### src/rtl/game_timebase_if.sv
// Strobe/readback bundle between the game-control FSM and its timebase.
interface game_timebase_if;
    logic       enable_countdown;
    logic       clear_countdown;
    logic       enable_game_timer;
    logic       clear_game_timer;
    logic [5:0] countdown_sec;
    logic [5:0] game_time_sec;
    logic       countdown_tick;
    logic       game_tick;
    logic       blink;

    // Control side: drives enables/clears, reads the second counts
    modport master (
        output enable_countdown, clear_countdown,
        output enable_game_timer, clear_game_timer,
        input  countdown_sec, game_time_sec,
        input  countdown_tick, game_tick, blink
    );

    // Timebase side
    modport slave (
        input  enable_countdown, clear_countdown,
        input  enable_game_timer, clear_game_timer,
        output countdown_sec, game_time_sec,
        output countdown_tick, game_tick, blink
    );
endinterface

### src/rtl/game_timebase.sv
// Two independent saturating seconds counters, each with its own prescaler,
// plus a free-running 1 Hz blink square wave. All outputs registered.
// Channel 0 = countdown, channel 1 = game timer.
module game_timebase #(
    parameter int CLK_HZ  = 100_000_000,
    parameter int SEC_MAX = 63
) (
    input  logic            clk,
    input  logic            rst_n,
    game_timebase_if.slave  bus
);
    localparam int             PW        = $clog2(CLK_HZ);
    localparam logic [PW-1:0]  PRE_LAST  = PW'(CLK_HZ - 1);
    localparam logic [PW-1:0]  HALF_LAST = PW'(CLK_HZ / 2 - 1);
    localparam logic [5:0]     SEC_SAT   = 6'(SEC_MAX);

    logic [1:0]    w_en;
    logic [1:0]    w_clr;
    logic [PW-1:0] r_pre [2];
    logic [5:0]    r_sec [2];
    logic [1:0]    r_tick;
    logic [PW-1:0] r_blink_pre;
    logic          r_blink;

    assign w_en  = {bus.enable_game_timer, bus.enable_countdown};
    assign w_clr = {bus.clear_game_timer,  bus.clear_countdown};

    // Per-channel prescaler and seconds counter; clear beats enable, and a
    // paused channel keeps its prescaler phase so the second resumes intact
    always_ff @(posedge clk or negedge rst_n) begin
        if (!rst_n) begin
            for (int c = 0; c < 2; c++) begin
                r_pre[c]  <= '0;
                r_sec[c]  <= '0;
                r_tick[c] <= 1'b0;
            end
        end else begin
            for (int c = 0; c < 2; c++) begin
                if (w_clr[c]) begin
                    r_pre[c]  <= '0;
                    r_sec[c]  <= '0;
                    r_tick[c] <= 1'b0;
                end else if (w_en[c]) begin
                    if (r_pre[c] == PRE_LAST) begin
                        r_pre[c]  <= '0;
                        r_tick[c] <= 1'b1;
                        if (r_sec[c] != SEC_SAT) begin
                            r_sec[c] <= r_sec[c] + 6'd1;
                        end
                    end else begin
                        r_pre[c]  <= r_pre[c] + 1'b1;
                        r_tick[c] <= 1'b0;
                    end
                end else begin
                    r_tick[c] <= 1'b0;
                end
            end
        end
    end

    // Free-running half-second prescaler toggling blink; first rise lands
    // CLK_HZ/2 edges after reset release
    always_ff @(posedge clk or negedge rst_n) begin
        if (!rst_n) begin
            r_blink_pre <= '0;
            r_blink     <= 1'b0;
        end else if (r_blink_pre == HALF_LAST) begin
            r_blink_pre <= '0;
            r_blink     <= ~r_blink;
        end else begin
            r_blink_pre <= r_blink_pre + 1'b1;
        end
    end

    assign bus.countdown_sec  = r_sec[0];
    assign bus.game_time_sec  = r_sec[1];
    assign bus.countdown_tick = r_tick[0];
    assign bus.game_tick      = r_tick[1];
    assign bus.blink          = r_blink;
endmodule

### src/flat_wrapper.sv
// flat-port wrapper written by rule: the top's interface ports become plain ports
module game_timebase_flat 
#(
    parameter int CLK_HZ  = 100_000_000,
    parameter int SEC_MAX = 63
)
  (clk, rst_n, bus_enable_countdown, bus_clear_countdown, bus_enable_game_timer, bus_clear_game_timer, bus_countdown_sec, bus_game_time_sec, bus_countdown_tick, bus_game_tick, bus_blink);
  game_timebase_if bus_i ();
  input  logic clk;
  input  logic rst_n;
  input wire logic [$bits(bus_i.enable_countdown)-1:0] bus_enable_countdown;
  input wire logic [$bits(bus_i.clear_countdown)-1:0] bus_clear_countdown;
  input wire logic [$bits(bus_i.enable_game_timer)-1:0] bus_enable_game_timer;
  input wire logic [$bits(bus_i.clear_game_timer)-1:0] bus_clear_game_timer;
  output wire logic [$bits(bus_i.countdown_sec)-1:0] bus_countdown_sec;
  output wire logic [$bits(bus_i.game_time_sec)-1:0] bus_game_time_sec;
  output wire logic [$bits(bus_i.countdown_tick)-1:0] bus_countdown_tick;
  output wire logic [$bits(bus_i.game_tick)-1:0] bus_game_tick;
  output wire logic [$bits(bus_i.blink)-1:0] bus_blink;
  assign bus_i.enable_countdown = bus_enable_countdown;
  assign bus_i.clear_countdown = bus_clear_countdown;
  assign bus_i.enable_game_timer = bus_enable_game_timer;
  assign bus_i.clear_game_timer = bus_clear_game_timer;
  assign bus_countdown_sec = bus_i.countdown_sec;
  assign bus_game_time_sec = bus_i.game_time_sec;
  assign bus_countdown_tick = bus_i.countdown_tick;
  assign bus_game_tick = bus_i.game_tick;
  assign bus_blink = bus_i.blink;
  game_timebase #(.CLK_HZ(CLK_HZ), .SEC_MAX(SEC_MAX)) u_core (.clk(clk), .rst_n(rst_n), .bus(bus_i));
endmodule
### config.mk
export PLATFORM = sky130hd
export DESIGN_NAME = game_timebase_flat
export DESIGN_NICKNAME = d
export VERILOG_FILES = /design/src/rtl/game_timebase_if.sv /design/src/rtl/game_timebase.sv /design/src/flat_wrapper.sv
export SDC_FILE = /design/constraint.sdc
export NUM_CORES = 1
export LEC_CHECK = 0
export CORE_AREA = 2 2 134 110
export DETAILED_ROUTE_END_ITERATION = 16
export DIE_AREA = 0 0 136 112
export HOLD_SLACK_MARGIN = 0.1
export PLACE_DENSITY_LB_ADDON = 0.1
export SKIP_CTS_REPAIR_TIMING = 1
export SLEW_MARGIN = 20
export SYNTH_ARGS = -nofsm -noshare
export SYNTH_HDL_FRONTEND = slang
export SYNTH_SLANG_ARGS = --single-unit
### constraint.sdc
create_clock -name clk -period 2.2 [get_ports clk]
set_input_delay 0.22 -clock clk [delete_from_list [all_inputs] [get_ports clk]]
set_output_delay 0.22 -clock clk [all_outputs]
set_load 0.01 [all_outputs]
==> metrics.md, run 1 <==
| Metric | Value |
|---|---|
| Wire per inst | 14.1 um |
| Register area | approximately 0.0024 mm2 |
| Critical-path top delay cell | sky130_fd_sc_hd__or4bb_4 |
| Transition time at the pin with the least slew margin | 0.649 ns |
| Max-Slew Margin vs Limit | 0.567 |
| Total gr overflow | 0 |
| Area occupied by multi-input gates | 0.00233 mm2 |
| Post-synthesis compound-gate area fraction | 0.0462 |
| HPWL after detailed placement | 6900 um |
| Core region area | 0.0140 mm2 |
| Final hold viol count | 0 |
| Sequential-to-total area share from yosys stat | 0.501 |
| Antenna fix cells | 0 |
| Total leakage power | 2.38 nW |
| Run status | completed |
| Avg Synthesized Cell Area | roughly 10 um2 |
| Cells along the critical path | or4bb_4, nor4_4, nand3_2, or3_1, a21oi_1 |
| Highest ir drop seen on vdd | 0.416 mV |
| Critical path capture point type | register |
| H-tree lvl count | 3 |
| Total power density per cell area | 592 mW/mm2 |
| Clock latency on the worst-skew pair | 0.35 ns |
| # clock sinks | 96 |
| Top cell types by occurrence after synthesis | 96 x sky130_fd_sc_hd__dfrtp_1, 87 x sky130_fd_sc_hd__nor2_1, 41 x sky130_fd_sc_hd__xor2_1, 33 x sky130_fd_sc_hd__nand4_1, 32 x sky130_fd_sc_hd__nand2_1 |
| Longest Clk Path Bufs | 2 |
| Final nets | 544 |
| Most instantiated library cell after synthesis | sky130_fd_sc_hd__dfrtp_1 |
| CTS tree | built |
| Highest clock frequency the design can meet | ~480 MHz |
| Global-route usage over all layers | 0.147 |
| Top-area cell type share of the netlist area | 0.501 |
| Layout cell share with drive strength beyond 1 | 0.0841 |
| Main combinational cell family by area after synthesis | simple AND/OR/NAND/NOR gates |
| Number of unique standard cell types used by synthesis | 43 |
| Count of yosys warnings during synthesis | 0 |
| Critical path type | reg -> reg |
| Number of CTS-inserted buffers | 9 |
| Fillers | 1419 |
| Pins over their slew limit | 0 |
| Worst Skew | 0.00650 ns |
| Die outline width | 136 um |
| Net count after synthesis | 501 |
| Cell area after technology mapping | 0.00479 mm2 |
| Maxcap violations | 0 |
| Portion of netlist area occupied by mux cells | 0.0107 |
| Detailed-route via count | between 3000 and 4000 |
| Initial cell density of the core | 0.344 |
| Die span in y | 112 um |
| Maximum fanout count along the critical path | 6 |
| Area delta synth->final | 17.6% |
| Startpoint class of the critical path | register |
| Number of buffer cells added on primary ports | 20 |
| Area share of xor/xnor cells in the synthesized design | 0.130 |
| Buffer type at the clock tree root | sky130_fd_sc_hd__clkbuf_16 |
| Num rows | 39 |
| Post-synth top area cell | sky130_fd_sc_hd__dfrtp_1 |
| Synth Area in Simple Gates | 0.285 |
| Mean number of vias per cell | 5.03 |
| Residual DRC count | 0 |
| Synthesis-stage register bit count | 96 |
| Number of antenna violations at the first check in global routing | 0 |
| Finish-stage setup viols | 0 |
| Final weighted congestion in routability-driven placement | ~0.8 |
| Critical path data arrival time | 2.36 ns |
| Number of primary I/O pins | 21 |
| Final worst path period share | 0.945 |
| Via count of the first global-routing pass | about 3600 |
| Largest stage delay on the critical path | roughly 0.58 ns |
| WP data required | 2.48 ns |
| Maximum number of pins on one net before global-route repair | 66 |
| Share of synthesized cell area in full adder, half adder and majority cells | 0.0130 |
| First-pass GRT wire length | 17800 um |
| Count of flip-flops with a built-in enable after synthesis | 0 |
| Drt total wl | between 10000 and 15000 um |
| Hold Slack | between 0.3 and 0.4 ns |
| Number of nets still failing antenna checks after routing | 0 |
| Area enclosed by the die boundary | 0.0152 mm2 |
| Largest cells by area after synthesis | sky130_fd_sc_hd__dfrtp_1 50%, sky130_fd_sc_hd__xor2_1 7.5%, sky130_fd_sc_hd__nor2_1 6.8% |
| Clock period minus final worst setup slack | between 2 and 2.5 ns |
| Worst min-delay path class | in -> async |
| Sum of negative setup slack | 0 ns |
| Top_reg_cell synth | sky130_fd_sc_hd__dfrtp_1 |
| Clock edge transition at the registers on the reported setup and hold paths | 0.06 ns |
| Starting DRC count in detailed routing | between 150 and 200 |
| Post-Syn Instances | 490 |
| Number of detailed-route iterations in the first pass | 4 |
| Share of async-settable or async-resettable flops after synthesis | 1.00 |
[cell families after synthesis]
| group | after synthesis |
|---|---|
| flip-flops | 96 |
| AO/OA/AOI/OAI | 35 |
| AND/OR/NAND/NOR | 260 |
| adder cells (fa/ha/maj) | 5 |
| multiplexers | 5 |
| XOR/XNOR | 71 |
| buffers and inverters | 18 |
[critical path, delay by kind of cell, from the launching register on]
| family | cells | cell delay, ns |
|---|---|---|
| compound gates | 1 | 0.14 |
| simple gates | 4 | 1.45 |
| flops | 1 | 0.42 |
[layout make-up]
class                           instances  area share
Clock buffer                           12      0.0455
Clock inverter                          1    0.000888
Inverter                                9     0.00599
Multi-Input combinational cell        376       0.413
Sequential cell                        96       0.426
Tap cell                              184      0.0408
Timing Repair Buffer                   41      0.0679
[flip-flops by register name (all words and copies together), names as in the netlist]
register                  count
u_core.bus.game_time_sec      6
u_core.bus.blink              1
u_core.r_blink_pre           27
u_core.r_pre                 54
u_core.bus.countdown_sec      6
u_core.r_tick                 2
[worst paths after layout]
kind | startpoint | endpoint | slack [ns] | cells past startpoint
max | u_core.r_pre[18] | u_core.bus.game_time_sec[5] | 0.12 | 5
min | rst_n | u_core.bus.countdown_sec[0] | 0.35 | 2
max reg2reg | u_core.r_pre[18] | u_core.bus.game_time_sec[5] | 0.12 | 5
min reg2reg | u_core.r_blink_pre[26] | u_core.r_blink_pre[26] | 0.47 | 1
max in group asynchronous | rst_n | u_core.r_pre[17] | 1.13 | 3
min in group clk | u_core.r_blink_pre[26] | u_core.r_blink_pre[26] | 0.47 | 1
[layout by cell type, fill, tap and decap left out, drive strengths merged, types with 2 or more instances in the layout]
cell           instances
a21o                   2
a21oi                 10
a31oi                  5
and2                   2
and3                  17
and4                  11
buf                   21
clkbuf                12
clkdlybuf4s50         19
dfrtp                 96
ha                     5
inv                    9
mux2i                  4
nand2                 32
nand2b                 4
nand3                 31
nand4                 33
nor2                  87
nor2b                  2
nor3                  10
nor4                  15
o2111ai                4
o21ai                 10
or2                    3
or3                    6
or4b                   2
xnor2                 30
xor2                  41
[where the power goes]
group / internal, mW / leakage (nW) / switching (mW)
Combinational: 0.0322 / 0.931 / 0.0754
Clock: 0.808 / 0.130 / 0.643
Sequential: 1.77 / 1.32 / 0.00666
[per-layer routing]
layer,part of all wire,GRT usage,vias up
li1,-,-,1816
met1,0.53,0.214,1760
met2,0.43,0.209,32
met3,0.027,0.0383,11
met4,0.017,0.0563,0
met5,0,0,-
[per-stage QoR]
step | total power [mW] | cells | utilization | worst slack, ns | cell area, um2
2_1_floorplan | 1.85 | 490 | - | 0.241 | 4790
3_3_place_gp | 1.92 | 705 | 0.384 | 0.152 | 5360
3_5_place_dp | 1.92 | 705 | 0.384 | 0.114 | 5360
4_1_cts | 3.40 | 718 | 0.403 | 0.105 | 5620
5_1_grt | 3.48 | 719 | 0.404 | -0.0136 | 5640
6_report | 3.34 | 719 | 0.404 | 0.121 | 5640
Note: power is estimated with default switching activity, not from simulation.
==> inputs of run 2 (changes only) <==
--- a/config.mk
+++ b/config.mk
@@ -11,7 +11,7 @@
 export HOLD_SLACK_MARGIN = 0.1
 export PLACE_DENSITY_LB_ADDON = 0.1
 export SKIP_CTS_REPAIR_TIMING = 1
-export SLEW_MARGIN = 20
+export SLEW_MARGIN = 30
 export SYNTH_ARGS = -nofsm -noshare
 export SYNTH_HDL_FRONTEND = slang
 export SYNTH_SLANG_ARGS = --single-unit
==> results of run 2 <==
Same layout as run 1: the final DEF is identical, and so are final timing and power.
==> inputs of run 3 (changes only) <==
--- a/config.mk
+++ b/config.mk
@@ -5,9 +5,9 @@
 export SDC_FILE = /design/constraint.sdc
 export NUM_CORES = 1
 export LEC_CHECK = 0
-export CORE_AREA = 2 2 134 110
+export CORE_AREA = 2 2 113 93
 export DETAILED_ROUTE_END_ITERATION = 16
-export DIE_AREA = 0 0 136 112
+export DIE_AREA = 0 0 115 95
 export HOLD_SLACK_MARGIN = 0.1
 export PLACE_DENSITY_LB_ADDON = 0.1
 export SKIP_CTS_REPAIR_TIMING = 1
==> metrics.md, run 3 (synthesized netlist as in run 1, its figures left out) <==
| Metric | Value |
|---|---|
| Run status | completed |
| Final nets | 547 (+0.55%) |
| Number of buffer cells added on primary ports | 20 (unchanged) |
| Worst Skew | 0.00706 ns (+0.000563 ns) |
| Drt total wl | 9430 um (-6.8%) |
| Starting DRC count in detailed routing | 212 (+19%) |
| Highest ir drop seen on vdd | 0.481 mV (+16%) |
| Unrepaired setup endpoints after global routing | false |
| Part of the total power dissipated in combinational logic | 0.032 (about the same) |
| Area delta synth->final | 16.8% |
| Commonest non-fill, non-tap cell in the layout | sky130_fd_sc_hd__dfrtp_1 |
| WP data required | 2.47 ns (about the same) |
| Finish-stage setup viols | 0 (unchanged) |
| Fillers | 909 (-36%) |
| Finished layout cell area | 0.00560 mm2 (-0.67%) |
| Maximum fanout count along the critical path | 7 (+1) |
| Leading cell types in the layout, fill and taps excluded | 96 x sky130_fd_sc_hd__dfrtp_1, 87 x sky130_fd_sc_hd__nor2_1, 41 x sky130_fd_sc_hd__xor2_1, 33 x sky130_fd_sc_hd__nand4_1, 32 x sky130_fd_sc_hd__nand2_1 |
| Final worst path period share | 0.943 (-0.00209) |
| Clock period minus final worst setup slack | 2.07 ns (-0.00460 ns) |
| Via count of the first global-routing pass | 3564 (-0.72%) |
| Residual DRC count | 0 (unchanged) |
| Largest registers | u_core.r_pre: 54 flops, u_core.r_blink_pre: 27 flops |
| Post-DP Area | 0.00528 mm2 (-1.5%) |
| Final weighted congestion in routability-driven placement | 0.847 (+5.7%) |
| HPWL after detailed placement | 6580 um (-4.6%) |
| Buffer type at the clock tree root | sky130_fd_sc_hd__clkbuf_16 |
| Die outline width | 115 um (-15%) |
| Highest clock frequency the design can meet | 482 MHz (+0.22%) |
| Core region area | 0.00991 mm2 (-29%) |
| H-tree lvl count | 3 (unchanged) |
| Switching share of power | 0.218 (+0.000293) |
| Number of CTS-inserted buffers | 9 (unchanged) |
| Number of detailed-route iterations in the first pass | 6 (+2) |
| Final core area utilization | 0.565 (+0.161) |
| Max-Slew Margin vs Limit | 0.618 (+0.0510) |
| Total power density per cell area | 601 mW/mm2 (+1.6%) |
| Maxcap violations | 0 (unchanged) |
| Total leakage power | 2.40 nW (+0.75%) |
| First-pass GRT wire length | 16700 um (-5.9%) |
| Total gr overflow | 0 (unchanged) |
| Part of the total power dissipated in sequential elements | 0.528 (-0.005) |
| Number of primary I/O pins | 21 (unchanged) |
| Register ranked first by flip-flop count | u_core.r_pre |
| Number of nets still failing antenna checks after routing | 0 (unchanged) |
| CTS tree | built |
| Initial cell density of the core | 0.484 (+0.140) |
| Reported net switching power | 0.732 mW (+1.0%) |
| Layout cell share with drive strength beyond 1 | 0.0906 (+0.00646) |
| Clock share of power | 0.439 (+0.004) |
| Worst min-delay path class | in -> async |
| Critical path type | reg -> reg |
| Routed wl met3 | 288 um (+4.3%) |
| Post-placement cell count | 644 (-8.7%) |
| Num rows | 33 (-15%) |
| Mean number of vias per cell | 5.48 (+9.0%) |
| Global-route usage over all layers | 0.192 (+0.0450) |
| Clock latency on the worst-skew pair | 0.34 ns (about the same) |
| Routed metal-1 wire length | 4930 um (-7.6%) |
| Critical path data arrival time | 2.34 ns (-0.02 ns) |
| Final Instance Count excl. Fillers | 663 (-7.8%) |
| Internal power of the cells | 2.63 mW (+0.85%) |
| Die span in y | 95 um (-15%) |
| Maximum number of pins on one net before global-route repair | 46 (-30%) |
| Wire per inst | 14.2 um (+1.1%) |
| Antenna fix cells | 0 (unchanged) |
| Flip-flop count of the largest register, all copies and words added | 54 (unchanged) |
| Highest routing layer actually used | met4 |
| WL met2 | 4100 um (-5.1%) |
| Area enclosed by the die boundary | 0.0109 mm2 (-28%) |
| # clock sinks | 96 (unchanged) |
| Critical path capture point type | register |
| Transition time at the pin with the least slew margin | 0.573 ns (-0.0759 ns) |
| Clock edge transition at the registers on the reported setup and hold paths | 0.07 ns (about the same) |
| Startpoint class of the critical path | register |
| Sum of negative setup slack | 0 ns (unchanged) |
| Detailed-route via count | 3636 (+0.47%) |
| Longest Clk Path Bufs | 2 (unchanged) |
| Pins over their slew limit | 0 (unchanged) |
| Number of antenna violations at the first check in global routing | 0 (unchanged) |
| Final hold viol count | 0 (unchanged) |
run 3: cell count changes in the layout (fill, tap and decap cells not counted):
| cell | delta |
|---|---|
| sky130_fd_sc_hd__a311oi_2 | -1 |
| sky130_fd_sc_hd__a311oi_4 | +1 |
| sky130_fd_sc_hd__buf_12 | -1 |
| sky130_fd_sc_hd__buf_4 | +4 |
| sky130_fd_sc_hd__clkinv_4 | +1 |
| sky130_fd_sc_hd__clkinvlp_4 | +2 |
| sky130_fd_sc_hd__dfrtp_1 | +1 |
| sky130_fd_sc_hd__dfrtp_2 | -1 |
| sky130_fd_sc_hd__or4bb_1 | +1 |
| sky130_fd_sc_hd__or4bb_4 | -1 |
run 3: cell type report:
cell class                      instances  area, um2  area share
Multi-Input combinational cell        376       2330       0.417
Timing Repair Buffer                   44        393      0.0702
Clock inverter                          4       28.8     0.00514
Sequential cell                        96       2400       0.429
Clock buffer                           12        256      0.0458
Inverter                                9       33.8     0.00603
Tap cell                              122        153      0.0273
run 3: worst paths after layout:
| check | startpoint | endpoint | slack, ns | cells after the start |
|---|---|---|---|---|
| max in group asynchronous | rst_n | u_core.r_blink_pre[13] | 1.14 | 3 |
| hold reg to reg | u_core.bus.blink | u_core.bus.blink | 0.47 | 1 |
| setup / recovery | u_core.r_pre[10] | u_core.bus.game_time_sec[5] | 0.13 | 5 |
| setup reg to reg | u_core.r_pre[10] | u_core.bus.game_time_sec[5] | 0.13 | 5 |
| hold / removal | rst_n | u_core.bus.countdown_sec[0] | 0.40 | 2 |
| min in group clk | u_core.bus.blink | u_core.bus.blink | 0.47 | 1 |
run 3: stage by stage:
stage	hold slack [ns]	power, mW	setup WS (ns)
after floorplan	-0.0756	1.85	0.241
after global placement	0.259	1.92	0.126
after detailed placement	0.261	1.92	0.0907
after CTS	-0.106	3.41	0.0797
after global routing	0.469	3.50	0.0230
final	0.403	3.37	0.126
run 3: worst max-delay path, stage by stage (launching register included):
cell and delay [ns]:
sky130_fd_sc_hd__dfrtp_1 0.43, sky130_fd_sc_hd__or4b_4 0.57, sky130_fd_sc_hd__nor4_4 0.31, sky130_fd_sc_hd__nand3_2 0.17, sky130_fd_sc_hd__or3_1 0.37, sky130_fd_sc_hd__a21oi_1 0.14
run 3: power by group through the flow:
stage	logic (mW)	clock network [mW]	registers, mW
4_1_cts	0.111	1.52	1.78
3_5_place_dp	0.111	0	1.81
3_3_place_gp	0.109	0	1.81
2_1_floorplan	0.0373	0	1.81
5_1_grt	0.127	1.59	1.78
6_report	0.109	1.48	1.78
run 3: metal layers:
| layer | vias up | global-route usage |
|---|---|---|
| li1 | 1824 | - |
| met1 | 1743 | 0.271 |
| met2 | 62 | 0.298 |
| met3 | 7 | 0.0430 |
| met4 | 0 | 0.0572 |
| met5 | - | 0 |
==> RTL edit (config.mk and constraints of run 1) <==
Reset style: synchronous (`rst_n`), changed in 2 clocked blocks.
--- a/src/rtl/game_timebase.sv
+++ b/src/rtl/game_timebase.sv
@@ -27,7 +27,7 @@
 
     // Per-channel prescaler and seconds counter; clear beats enable, and a
     // paused channel keeps its prescaler phase so the second resumes intact
-    always_ff @(posedge clk or negedge rst_n) begin
+    always_ff @(posedge clk) begin
         if (!rst_n) begin
             for (int c = 0; c < 2; c++) begin
                 r_pre[c]  <= '0;
@@ -60,7 +60,7 @@
 
     // Free-running half-second prescaler toggling blink; first rise lands
     // CLK_HZ/2 edges after reset release
-    always_ff @(posedge clk or negedge rst_n) begin
+    always_ff @(posedge clk) begin
         if (!rst_n) begin
             r_blink_pre <= '0;
             r_blink     <= 1'b0;
Formal check against the unedited RTL: no difference found for any inputs over 10 cycles, from zero or initial values and one cycle with rst_n low; that may be too few to reach the edited logic, so the function may still have changed.
==> RTL edit against run 1 <==
Total power rose by 11%. Design area rose by 6.3%. Sequential share of layout area rose by 0.44 points. Worst setup slack improved by 0.032 ns. Synthesized area rose by 5.7%. Critical endpoint is now u_core.r_pre[1][1]$_SDFFCE_PN0P_. Routed wire length rose by 8.8%. Clock skew barely moved. Sequential cell count did not move.
==> RTL edit: results <==
[synth]
muxShareOfSynthArea = 0
synth_enable_flop_cells = 66
synth_cell_types = 40
syn_area_per_cell_um2 = 9.94
synth_area_leaders = edfxtp_1, dfxtp_1, nor2_1
synth-compound-area-share = 0.0980
synth_xor_area_frac = 0.0760
synth_adder_area_share = 0.0123
synth_nets = 521
synthArstFlopShare = 0

[final_layout]
layoutNonFillerInstCount = 747
drive_above_1_share = 0.105
nets = 569

[setup_path]
critPathCapture = u_core.r_pre[1][1]$_SDFFCE_PN0P_
regToRegSetupSlack_ns = 0.15
crit_arrival_ns = 2.15
worst_path_max_delay_cell = or4_1
crit_start = u_core.r_pre[1][17]$_SDFFCE_PN0P_
cp_slowest_stage_delay_ns = 0.53

[detailed_routing]
wl_met2_mm = 4.94
route.vias.total = 4016
wl_met3_um = 298
wl_met1_mm = 5.66
drt_iter0_markers = 185

[global_routing]
grt_pass1_wl_mm = 19.1
track_usage = 0.156
grt_pass1_vias = 3917

[power]
powerDensity_nw_per_um2 = 619
sequentialPower_w = 0.00205
p_int_w = 0.00286
vdd_drop_max_uv = 368
leakagePower_nw = 1.95

[placed_design]
placed_cells = 731
routabilityCongestion = 0.762
placed_cell_area_um2 = 5710
dp_hpwl_mm = 7.73
dp_slack_ns = 0.0600

[timing]
fin_crit_ns = 2.05
hold_ws_ns = 0.482
worst_pin_slew_ns = 0.372

[outcome]
status = completed

[worst_hold_path]
min_path_type = reg -> reg
RTL edit: cells by family (layout without fill, tap and decap cells):
group                      Yosys count  count (layout)
AOI/OAI and AO/OA                   84              84
xor gates and xnor gates            44              44
adders and majority gates            5               5
buffers and inverters               28              81
DFF                                 96              96
and+or+nand+nor                    253             253
RTL edit: final cells by class:
type / count / area, µm²
clock buffer: 12 / 240
clock inverter: 4 / 28.8
fill: 1360 / 7960
inverter: 10 / 37.5
multi-input combinational: 386 / 2390
sequential: 96 / 2580
tap: 184 / 230
timing repair buffer: 55 / 488
RTL edit: layer usage:
| layer | vias to the layer above | GRT usage |
|---|---|---|
| met3 | 10 | 0.0383 |
| met5 | - | 0 |
| met2 | 43 | 0.238 |
| met4 | 0 | 0.0458 |
| li1 | 2038 | - |
| met1 | 1925 | 0.220 |
RTL edit: worst reg2reg max path, delay by kind of cell, from the launching register on:
family / cells / cell delay, ns
and+or+nand+nor: 4 / 1.04
DFF: 1 / 0.40
buffers and inverters: 2 / 0.35
